File: config.mk
export PLATFORM = sky130hd
export DESIGN_NAME = dshot_processing
export DESIGN_NICKNAME = d
export VERILOG_FILES = /design/src/rtl/dshot_processing.sv
export SDC_FILE = /design/constraint.sdc
export NUM_CORES = 1
export LEC_CHECK = 0
export ABC_AREA = 1
export BUFFER_PORTS_ARGS = -buffer_cell sky130_fd_sc_hd__buf_2
export CORE_MARGIN = 4
export CORE_UTILIZATION = 47
export CTS_BUF_LIST = sky130_fd_sc_hd__clkbuf_8
export DETAILED_ROUTE_END_ITERATION = 8
export PLACE_DENSITY = 0.74
export SLEW_MARGIN = 20
export SYNTH_ARGS = -nofsm -noshare
export SYNTH_HDL_FRONTEND = slang
export SYNTH_SLANG_ARGS = --single-unit
File: constraint.sdc
create_clock -name clk -period 2.6 [get_ports clk]
set_input_delay 0.26 -clock clk [delete_from_list [all_inputs] [get_ports clk]]
set_output_delay 0.26 -clock clk [all_outputs]
set_load 0.01 [all_outputs]
File: src/rtl/dshot_processing.sv
`default_nettype none
// ============================================================================
//  Module   : dshot_processing
//  Purpose  : Decodes one 16-bit DShot frame per frameValid strobe into a
//             throttle value or a special-command number. It checks the
//             frame's 4-bit CRC and keeps a saturating count of bad-CRC
//             frames.
//  Revision : 1.0 - initial release
// ----------------------------------------------------------------------------
//  Ports
//    clk              in   1   rising-edge clock
//    rst              in   1   asynchronous active-high reset
//    rawData          in  16   [15:5] throttle, [4] telemetry req, [3:0] CRC
//    frameValid       in   1   single-cycle strobe, rawData sampled with it
//    setSpeed         out 11   throttle of last good speed frame, else 0
//    specialCommand   out  6   command of last good special frame, else 0
//    isSpecialCommand out  1   last frame good CRC and throttle < 48
//    CRCValid         out  1   last frame CRC matched
//    isValidSpeed     out  1   last frame good CRC and throttle >= 48
//    telemetryBit     out  1   telemetry bit of last frame if CRC good
//    outValid         out  1   pulse in the cycle after each sampled frame
//    crcErrorCount    out  8   saturating bad-CRC frame count
// ============================================================================
module dshot_processing (
    input  logic        clk,
    input  logic        rst,
    input  logic [15:0] rawData,
    input  logic        frameValid,
    output logic [10:0] setSpeed,
    output logic [5:0]  specialCommand,
    output logic        isSpecialCommand,
    output logic        CRCValid,
    output logic        isValidSpeed,
    output logic        telemetryBit,
    output logic        outValid,
    output logic [7:0]  crcErrorCount
);

    localparam logic [10:0] SPECIAL_LIMIT = 11'd48;
    localparam logic [7:0]  COUNT_MAX     = 8'hFF;

    logic [11:0] value_field;
    logic [10:0] throttle;
    logic [3:0]  crc_expected;
    logic        crc_ok;
    logic        is_special;

    assign value_field  = rawData[15:4];
    assign throttle     = rawData[15:5];
    // XOR of the three nibbles of the value field equals the low nibble of
    // v ^ (v >> 4) ^ (v >> 8).
    assign crc_expected = value_field[3:0] ^ value_field[7:4] ^ value_field[11:8];
    assign crc_ok       = (crc_expected == rawData[3:0]);
    assign is_special   = (throttle < SPECIAL_LIMIT);

    always_ff @(posedge clk or posedge rst) begin
        if (rst) begin
            setSpeed         <= '0;
            specialCommand   <= '0;
            isSpecialCommand <= 1'b0;
            CRCValid         <= 1'b0;
            isValidSpeed     <= 1'b0;
            telemetryBit     <= 1'b0;
            outValid         <= 1'b0;
            crcErrorCount    <= '0;
        end else begin
            outValid <= frameValid;
            if (frameValid) begin
                // Every decoded field is rewritten per frame, so nothing
                // except the error counter survives from one frame to the next.
                CRCValid         <= crc_ok;
                isValidSpeed     <= crc_ok && !is_special;
                isSpecialCommand <= crc_ok && is_special;
                setSpeed         <= (crc_ok && !is_special) ? throttle : 11'd0;
                specialCommand   <= (crc_ok && is_special) ? throttle[5:0] : 6'd0;
                telemetryBit     <= crc_ok && rawData[4];
                if (!crc_ok && (crcErrorCount != COUNT_MAX)) begin
                    crcErrorCount <= crcErrorCount + 8'd1;
                end
            end
        end
    end

endmodule
`default_nettype wire

==> results of run 1 <==
-- layout by cell type, fill, tap and decap left out, types with 4 or more instances in the layout --
cell type  synthesis  routed
nand2_1           88      88
nand3_1           11      11
inv_1             17      17
buf_2              2      48
nor2_1             8       8
dfrtp_1           30      30
xnor2_1            7       7
inv_2              4       4
o21ai_1            4       4
clkbuf_8           0       5
nand4_1           16      16
xor2_1             4       4
-- layout make-up --
type	count	area share
Sequential cell	30	0.376
Multi-Input combinational cell	149	0.371
Timing Repair Buffer	50	0.128
Inverter	23	0.0432
Clock buffer	5	0.0345
Tap cell	44	0.0276
Clock inverter	3	0.0201
-- metal layers --
layer,GRT usage,vias up,part of all wire
li1,-,753,-
met1,0.239,684,0.46
met2,0.285,52,0.44
met3,0.0556,5,0.083
met4,0.0838,0,0.016
met5,0,-,0
-- worst max-delay path: cells and delay by family (launching register included) --
| kind | cells | cell delay, ns |
|---|---|---|
| AO/OA/AOI/OAI | 1 | 0.45 |
| adder cells (fa/ha/maj) | 1 | 0.23 |
| buffers and inverters | 1 | 0.06 |
| flip-flops | 1 | 0.41 |
| AND/OR/NAND/NOR | 4 | 0.35 |
-- sequential cells by signal (all words and copies together) (netlist names) --
signal / flops
isValidSpeed: 1
telemetryBit: 1
isSpecialCommand: 1
setSpeed: 11
outValid: 1
crcErrorCount: 8
specialCommand: 6
CRCValid: 1
-- power by group through the flow --
stage          combinational [mW]  sequential [mW]  clock (mW)
2_1_floorplan               0.147            0.570           0
5_1_grt                     0.290            0.559       0.488
3_3_place_gp                0.251            0.557           0
6_report                    0.258            0.551       0.459
4_1_cts                     0.259            0.551       0.469
3_5_place_dp                0.257            0.559           0
-- synthesized netlist by cell type, drive strengths merged --
| master | count |
|---|---|
| clkbuf | 2 |
| nand4 | 16 |
| o21ai | 4 |
| ha | 1 |
| nand3 | 11 |
| xor2 | 4 |
| nor2 | 10 |
| clkinv | 2 |
| xnor2 | 7 |
| nor3 | 1 |
| inv | 21 |
| buf | 3 |
| nand2 | 94 |
| dfrtp | 30 |
| a31oi | 1 |
-- through the flow --
stage | total power, mW | worst slack [ns] | instance area, sq um
3_3_place_gp | 0.808 | 1.03 | 1890
2_1_floorplan | 0.718 | 1.10 | 1610
3_5_place_dp | 0.816 | 0.993 | 1890
5_1_grt | 1.34 | 0.796 | 2000
4_1_cts | 1.28 | 0.977 | 2000
6_report | 1.27 | 0.987 | 2000
-- cell families after synthesis --
kind of cell	after synthesis	synth area share
XOR/XNOR	11	0.0600
buffers and inverters	28	0.0717
AO/OA/AOI/OAI	5	0.0202
flip-flops	30	0.467
AND/OR/NAND/NOR	132	0.373
adder cells (fa/ha/maj)	1	0.00779
-- final timing paths --
kind                                          startpoint                             to  slack (ns)  cells after the start
max                         crcErrorCount[0]$_DFFE_PP0P_   crcErrorCount[5]$_DFFE_PP0P_        0.99                      7
max in group asynchronous                            rst  specialCommand[5]$_DFFE_PP0P_        2.30                      3
min reg2reg                specialCommand[2]$_DFFE_PP0P_  specialCommand[2]$_DFFE_PP0P_        0.47                      2
min in group clk                             rawData[14]        setSpeed[9]$_DFFE_PP0P_        0.25                      3
min                                                  rst  specialCommand[1]$_DFFE_PP0P_        0.03                      3
max reg2reg                 crcErrorCount[0]$_DFFE_PP0P_   crcErrorCount[5]$_DFFE_PP0P_        0.99                      7
==> results.cfg, run 1 <==
[routing]
first_iter_violations = 64
detail_route.wirelength_microns = 3690
drtPass1Iterations = 4
avgViaCountPerCell = 4.91
drc = 0
wire_per_inst_microns = 12.1
ant_nets = 0
vias = 1494

[clock_tree]
numCtsBuffers = 5
clock_path_buffers = 2
cts-resized-gates = 0
cts_hold_buf = 0
numClockSinks = 30
cts-root-buf = clkbuf_8
clkTransAtPathRegs_ns = 0.07
cts_tree = done
clk_latency_ns = 0.28
htree_levels = 2
post_cts_buffers = 0

[timing]
post-route-period-util = 0.620
hold_violations = 0
fin_tns_setup_ns = 0
slew_viol_final = 0
slew_headroom = 0.677
fin_skew_ns = 0.00334
rsz0062_at_grt = no
setup_violations = 0
min_period_ns = 1.61
whs_ns = 0.0322
tightestPinTransition_ns = 0.483
fmax_mhz = 620

[global_route]
antenna_found_initial = 0
grt_max_degree = 31
grtUsageTotal = 0.185
grt_pass1_vias = 1333
grt_first_pass_wirelength_microns = 6060
overflow = 0

[final_layout]
layout-drive-gt1-share = 0.273
fin_util = 0.633
nets = 279
multi_input_area_sq_um = 741
n_antenna_cell = 0
regArea_sq_um = 751
area_delta_synth_final_pct = 24.3
nFillCells = 304
final_cells = 304

[setup_path]
cp_slowest_stage_delay_ns = 0.45
start_kind = flip-flop
path_cells = ha_1 -> nand2_1 -> inv_1 -> a31oi_2 -> nand2_4 -> nand2_1 -> nand2_1
end_kind = flip-flop
crit_path_frequent_cell = nand2_1
critPathRequiredTime_ns = 2.78
cp_max_fo = 9
cpMaxStageDelayCell = a31oi_2
cp.arrival_ns = 1.79
critPathKind = reg2reg

[hold_path]
hold_class = in2async

[power]
ir_drop_uv = 344
swShare = 0.300
p_comb_frac = 0.203
power.internal_mw = 0.887
p_clk_frac = 0.362
p_per_area_mw_per_mm2 = 635
share_seq_of_total_power = 0.435
p_sw_mw = 0.380
leakage_nw = 1.24

[placed_design]
place_inst = 296
dp_hpwl_microns = 2660
io_buffers = 48
gp_congestion = 0.824

[floorplanning]
dieArea_sq_mm = 0.00442
io_pins = 49
fp.dieW_microns = 66.5
dieHeight_microns = 66.5
initial_core_util = 0.510
rows = 20
core_area_sq_mm = 0.00315

[logic_synthesis]
synth_cell_types = 21
syn_area_sq_mm = 0.00161
synth.top_cells.by_area = dfrtp_1 47%, nand2_1 21%, nand4_1 6.2%, inv_1 4.0%, xnor2_1 3.8%
synthesis.instances = 207
ys_seq_elements = 30
yosys_warnings = 0
synth_top_cell_by_area = dfrtp_1
syn_nets = 227
yosys.area.top_type_share = 0.467
syn_area_per_cell_sq_um = 7.76
yosysSeqAreaShare = 0.467

[outcome]
status = finished, final reports clean

[flow_run]
maxCapViolCount = 0
(Power assumes the default switching activity.)
==> run 2: changes to the inputs <==
- clock period: 2.6 -> 1.55 ns (I/O delays scaled with it)
==> run 2 against run 1 <==
Effect of this change: total power rose by 71%; final cell count rose by 2.3%; combinational power rose by 91%; routed wire length rose by 3.9%; non-clock buffer count rose by 7; flip-flop and latch count did not move; critical path depth did not move; core utilization rose by 2.0 points; fmax rose by 9.8%; die area did not move; worst setup slack got worse by 0.91 ns; global-route usage rose by 1.7 points; critical path type unchanged; critical endpoint is now crcErrorCount[1]$_DFFE_PP0P_; largest cell class unchanged.
==> results.cfg, run 2 (same netlist as run 1, synthesis figures left out) <==
[outcome]
status = finished, final reports clean

[timing]
tightestPinTransition_ns = 0.367
post-route-period-util = 0.948
fin_skew_ns = 0.00441
whs_ns = 0.146
fin_tns_setup_ns = 0
worst_slack_ns = 0.0805
hold_violations = 0
min_period_ns = 1.47
setup_violations = 0
rsz0062_at_grt = no
fmax_mhz = 680
slew_headroom = 0.755
slew_viol_final = 0

[setup_path]
path_cells = ha_1 -> nand2_1 -> inv_1 -> a31oi_4 -> buf_4 -> nand3_1 -> nand2_1
cpMaxStageDelayCell = dfrtp_1
cp_max_fo = 5
end_kind = flip-flop
crit_path_frequent_cell = nand2_1
crit_buf_inv = 2
cp.arrival_ns = 1.69
startpoint = crcErrorCount[1]$_DFFE_PP0P_
start_kind = flip-flop
critPathRequiredTime_ns = 1.77
critPathKind = reg2reg
crit_family = flip-flops
r2r-start = crcErrorCount[1]$_DFFE_PP0P_
cp_slowest_stage_delay_ns = 0.42

[final_layout]
multi_input_area_sq_um = 749
top_regs = setSpeed (11), crcErrorCount (8), specialCommand (6)
largest_register = setSpeed
largest_reg_flops = 11
regArea_sq_um = 751
final_cells = 311
layout-drive-gt1-share = 0.288
nets = 286
nFillCells = 289
n_antenna_cell = 0
final_cell_mix = 88 x nand2_1, 48 x buf_2, 30 x dfrtp_1
final_common_cell = nand2_1
area_delta_synth_final_pct = 28.3

[clock_tree]
clk_latency_ns = 0.28
cts_tree = done
numClockSinks = 30
clkTransAtPathRegs_ns = 0.06
htree_levels = 2
cts-root-buf = clkbuf_8
clock_path_buffers = 2
numCtsBuffers = 5

[routing]
wire_per_inst_microns = 12.3
detail_route.wirelength_microns = 3840
drtPass1Iterations = 4
vias = 1502
avgViaCountPerCell = 4.83
drc = 0
first_iter_violations = 121
ant_nets = 0

[floorplanning]
core_area_sq_mm = 0.00315
dieHeight_microns = 66.5
dieArea_sq_mm = 0.00442
fp.dieW_microns = 66.5
initial_core_util = 0.510
io_pins = 49
rows = 20

[global_route]
grt_pass1_vias = 1510
grt_max_degree = 31
grtUsageTotal = 0.203
overflow = 0
antenna_found_initial = 0
grt_first_pass_wirelength_microns = 6720

[hold_path]
hold_class = in2reg
min_from = rawData[14]

[power]
leakage_nw = 1.28
p_per_area_mw_per_mm2 = 1050
ir_drop_uv = 766
p_total_mw = 2.17

[flow_run]
maxCapViolCount = 0

[placed_design]
dp_slack_ns = 0.00837
gp_congestion = 0.843
io_buffers = 48
place_inst = 302
dp_hpwl_microns = 2730
==> run 2: cell count changes in the layout (fill, tap and decap cells not counted), sizes merged <==
cell	delta
buf	+6
dlygate4sd3	+1
==> run 2: timing repair <==
| item | CTS | global route |
|---|---|---|
| setup endpoints to repair | 4 | 3 |
| pin swaps | 0 | 1 |
| hold buffers | 1 | 0 |
| hold endpoints to repair | 30 | 0 |
| buffers inserted | 0 | 0 |
| gates resized for setup | 1 | 0 |
==> run 2: path summary, 6_finish.rpt <==
path | endpoint | slack [ns] | depth (start not counted)
worst max-delay path | crcErrorCount[1]$_DFFE_PP0P_ | 0.08 | 7
worst min-delay path | setSpeed[9]$_DFFE_PP0P_ | 0.15 | 3
worst max register to register | crcErrorCount[1]$_DFFE_PP0P_ | 0.08 | 7
worst min register to register | setSpeed[0]$_DFFE_PP0P_ | 0.47 | 2
max in group asynchronous | crcErrorCount[4]$_DFFE_PP0P_ | 0.79 | 4
min in group asynchronous | crcErrorCount[2]$_DFFE_PP0P_ | 0.49 | 4
==> run 2: worst register-to-register path, cell delays in order (launching register included) <==
cell,delay (ns)
dfrtp_1,0.42
ha_1,0.22
nand2_1,0.07
inv_1,0.08
a31oi_4,0.27
buf_4,0.18
nand3_1,0.07
nand2_1,0.09
==> run 2: metrics by stage <==
step           utilization  instance area (sq um)
2_1_floorplan            -                   1610
3_3_place_gp         0.613                   1930
3_5_place_dp         0.613                   1930
4_1_cts              0.654                   2060
5_1_grt              0.654                   2060
6_report             0.654                   2060
==> run 2: power by group <==
group          switching [mW]  internal, mW  total, mW
Combinational           0.295         0.197      0.492
Sequential             0.0562         0.847      0.903
Clock                   0.300         0.472      0.772
Total                   0.651          1.52       2.17
==> run 2: routing by layer <==
layer	routed length [microns]	track usage	vias up
met4	95	0.0990	0
met2	1650	0.299	62
met1	1690	0.267	659
li1	-	-	769
met3	394	0.0641	12
met5	0	0	-
==> run 2: final cells by class <==
cell class              count  share of cell area
clock inverters             3              0.0194
clock buffers               5              0.0334
inverters                  23              0.0419
multi-input cells         149               0.364
well taps                  44              0.0267
flip-flops and latches     30               0.364
repair buffers             57               0.151
==> run 3: changes to the inputs <==
- HOLD_SLACK_MARGIN: unset -> 0.15
- clock period: 1.55 -> 1.9 ns (I/O delays scaled with it)
==> run 3 against run 2 <==
Effect of this change: via count decreased by 4.1%; total power shrank 20%; fmax down 11%; worst hold slack improved by 0.040 ns.
==> results.cfg, run 3 (same netlist as run 1, synthesis figures left out) <==
[outcome]
status = finished, final reports clean

[final_layout]
final_common_cell = nand2_1
fin_util = 0.643
largest_register = setSpeed
final_area_sq_mm = 0.00203
final_cell_mix = 88 x nand2_1, 48 x buf_2, 30 x dfrtp_1
area_delta_synth_final_pct = 26.2
layout-drive-gt1-share = 0.278
largest_reg_flops = 11
top_regs = setSpeed (11), crcErrorCount (8), specialCommand (6)
n_antenna_cell = 0
nets = 282
final_cells = 307

[setup_path]
cp.depth = 7
startpoint = crcErrorCount[0]$_DFFE_PP0P_
path_cells = ha_1 -> nand2_1 -> inv_1 -> a31oi_2 -> nand2_4 -> nand2_1 -> nand2_1
r2r-start = crcErrorCount[0]$_DFFE_PP0P_
cpMaxStageDelayCell = a31oi_2
crit_path_frequent_cell = nand2_1
critPathKind = reg2reg
crit_buf_inv = 1
start_kind = flip-flop
cp_slowest_stage_delay_ns = 0.46
endpoint = crcErrorCount[0]$_DFFE_PP0P_
r2r_cells = 7
reg2reg_slack_ns = 0.26
end_kind = flip-flop
critPathRequiredTime_ns = 2.07
regToRegEndpoint = crcErrorCount[0]$_DFFE_PP0P_
cp.arrival_ns = 1.81
crit_family = compound AO/OA/AOI/OAI gates
cp_max_fo = 9

[floorplanning]
dieArea_sq_mm = 0.00442
initial_core_util = 0.510
dieHeight_microns = 66.5
core_area_sq_mm = 0.00315
rows = 20
io_pins = 49
fp.dieW_microns = 66.5

[routing]
vias = 1441
detail_route.wirelength_microns = 3620
avgViaCountPerCell = 4.69
drc = 0
first_iter_violations = 42
wire_per_inst_microns = 11.8
ant_nets = 0
drtPass1Iterations = 6

[global_route]
grt_pass1_vias = 1402
grt_first_pass_wirelength_microns = 6180
grtUsageTotal = 0.187
antenna_found_initial = 0
overflow = 0
grt_max_degree = 31

[clock_tree]
numCtsBuffers = 5
clk_latency_ns = 0.28
post_cts_buffers = 0
numClockSinks = 30
clock_path_buffers = 2
clkTransAtPathRegs_ns = 0.07
cts_tree = done
htree_levels = 2
cts-root-buf = clkbuf_8

[timing]
fin_tns_setup_ns = 0
min_period_ns = 1.64
tightestPinTransition_ns = 0.505
fin_skew_ns = 0.00497
whs_ns = 0.187
worst_slack_ns = 0.257
post-route-period-util = 0.865
slew_headroom = 0.662
hold_violations = 0
rsz0062_at_grt = no
fmax_mhz = 608
setup_violations = 0
slew_viol_final = 0

[placed_design]
placed_cell_area_sq_mm = 0.00190
place_inst = 298
dp_hpwl_microns = 2700
io_buffers = 48
dp_slack_ns = 0.278
gp_congestion = 0.815

[power]
p_per_area_mw_per_mm2 = 857
p_total_mw = 1.74
leakage_nw = 1.25
ir_drop_uv = 442

[hold_path]
hold_class = in2reg

[flow_run]
maxCapViolCount = 0
[run 3: cell types whose count changed in the layout (fill, tap and decap cells not counted)]
cell,delta
clkinvlp_4,+2
a31oi_2,+1
clkinv_2,-2
buf_4,-4
a31oi_4,-1
[run 3: layer usage]
metal,global-route usage,part of all wire,vias up
met2,0.281,0.44,42
met3,0.0573,0.067,4
met4,0.0812,0.0099,0
li1,-,-,761
met5,0,0,-
met1,0.248,0.48,634
[run 3: area by class of cell]
class | instances | area, sq um
clock buffers | 5 | 68.8
clock inverters | 3 | 45.0
fillers | 281 | 1130
inverters | 23 | 86.3
multi-input cells | 149 | 741
flip-flops and latches | 30 | 751
well taps | 44 | 55.1
repair buffers | 53 | 280
[run 3: worst register-to-register path, cell delays in order, from the launching register on]
cell     delay [ns]
dfrtp_1        0.41
ha_1           0.24
nand2_1        0.07
inv_1          0.07
a31oi_2        0.46
nand2_4        0.15
nand2_1        0.09
nand2_1        0.05
[run 3: timing repair]
item,in CTS,in global routing
hold endpoints to repair,30,0
hold buffers,1,0
resized for setup,0,0
[run 3: how the worst min path moves through the flow]
stage                 from                      endpoint  slack [ns]  cells past startpoint
4_1_cts        rawData[12]       setSpeed[7]$_DFFE_PP0P_        0.18                      3
3_3_place_gp           rst  crcErrorCount[7]$_DFFE_PP0P_        0.28                      3
5_1_grt        rawData[13]       setSpeed[8]$_DFFE_PP0P_        0.20                      3
2_1_floorplan   frameValid            outValid$_DFF_PP0_        0.22                      0
3_5_place_dp           rst  crcErrorCount[7]$_DFFE_PP0P_        0.28                      3
6_report       rawData[14]       setSpeed[9]$_DFFE_PP0P_        0.19                      3
[run 3: report_power, final]
part / internal, mW / switching [mW]
Sequential: 0.691 / 0.0637
Combinational: 0.139 / 0.210
Clock: 0.389 / 0.243
Total: 1.22 / 0.517
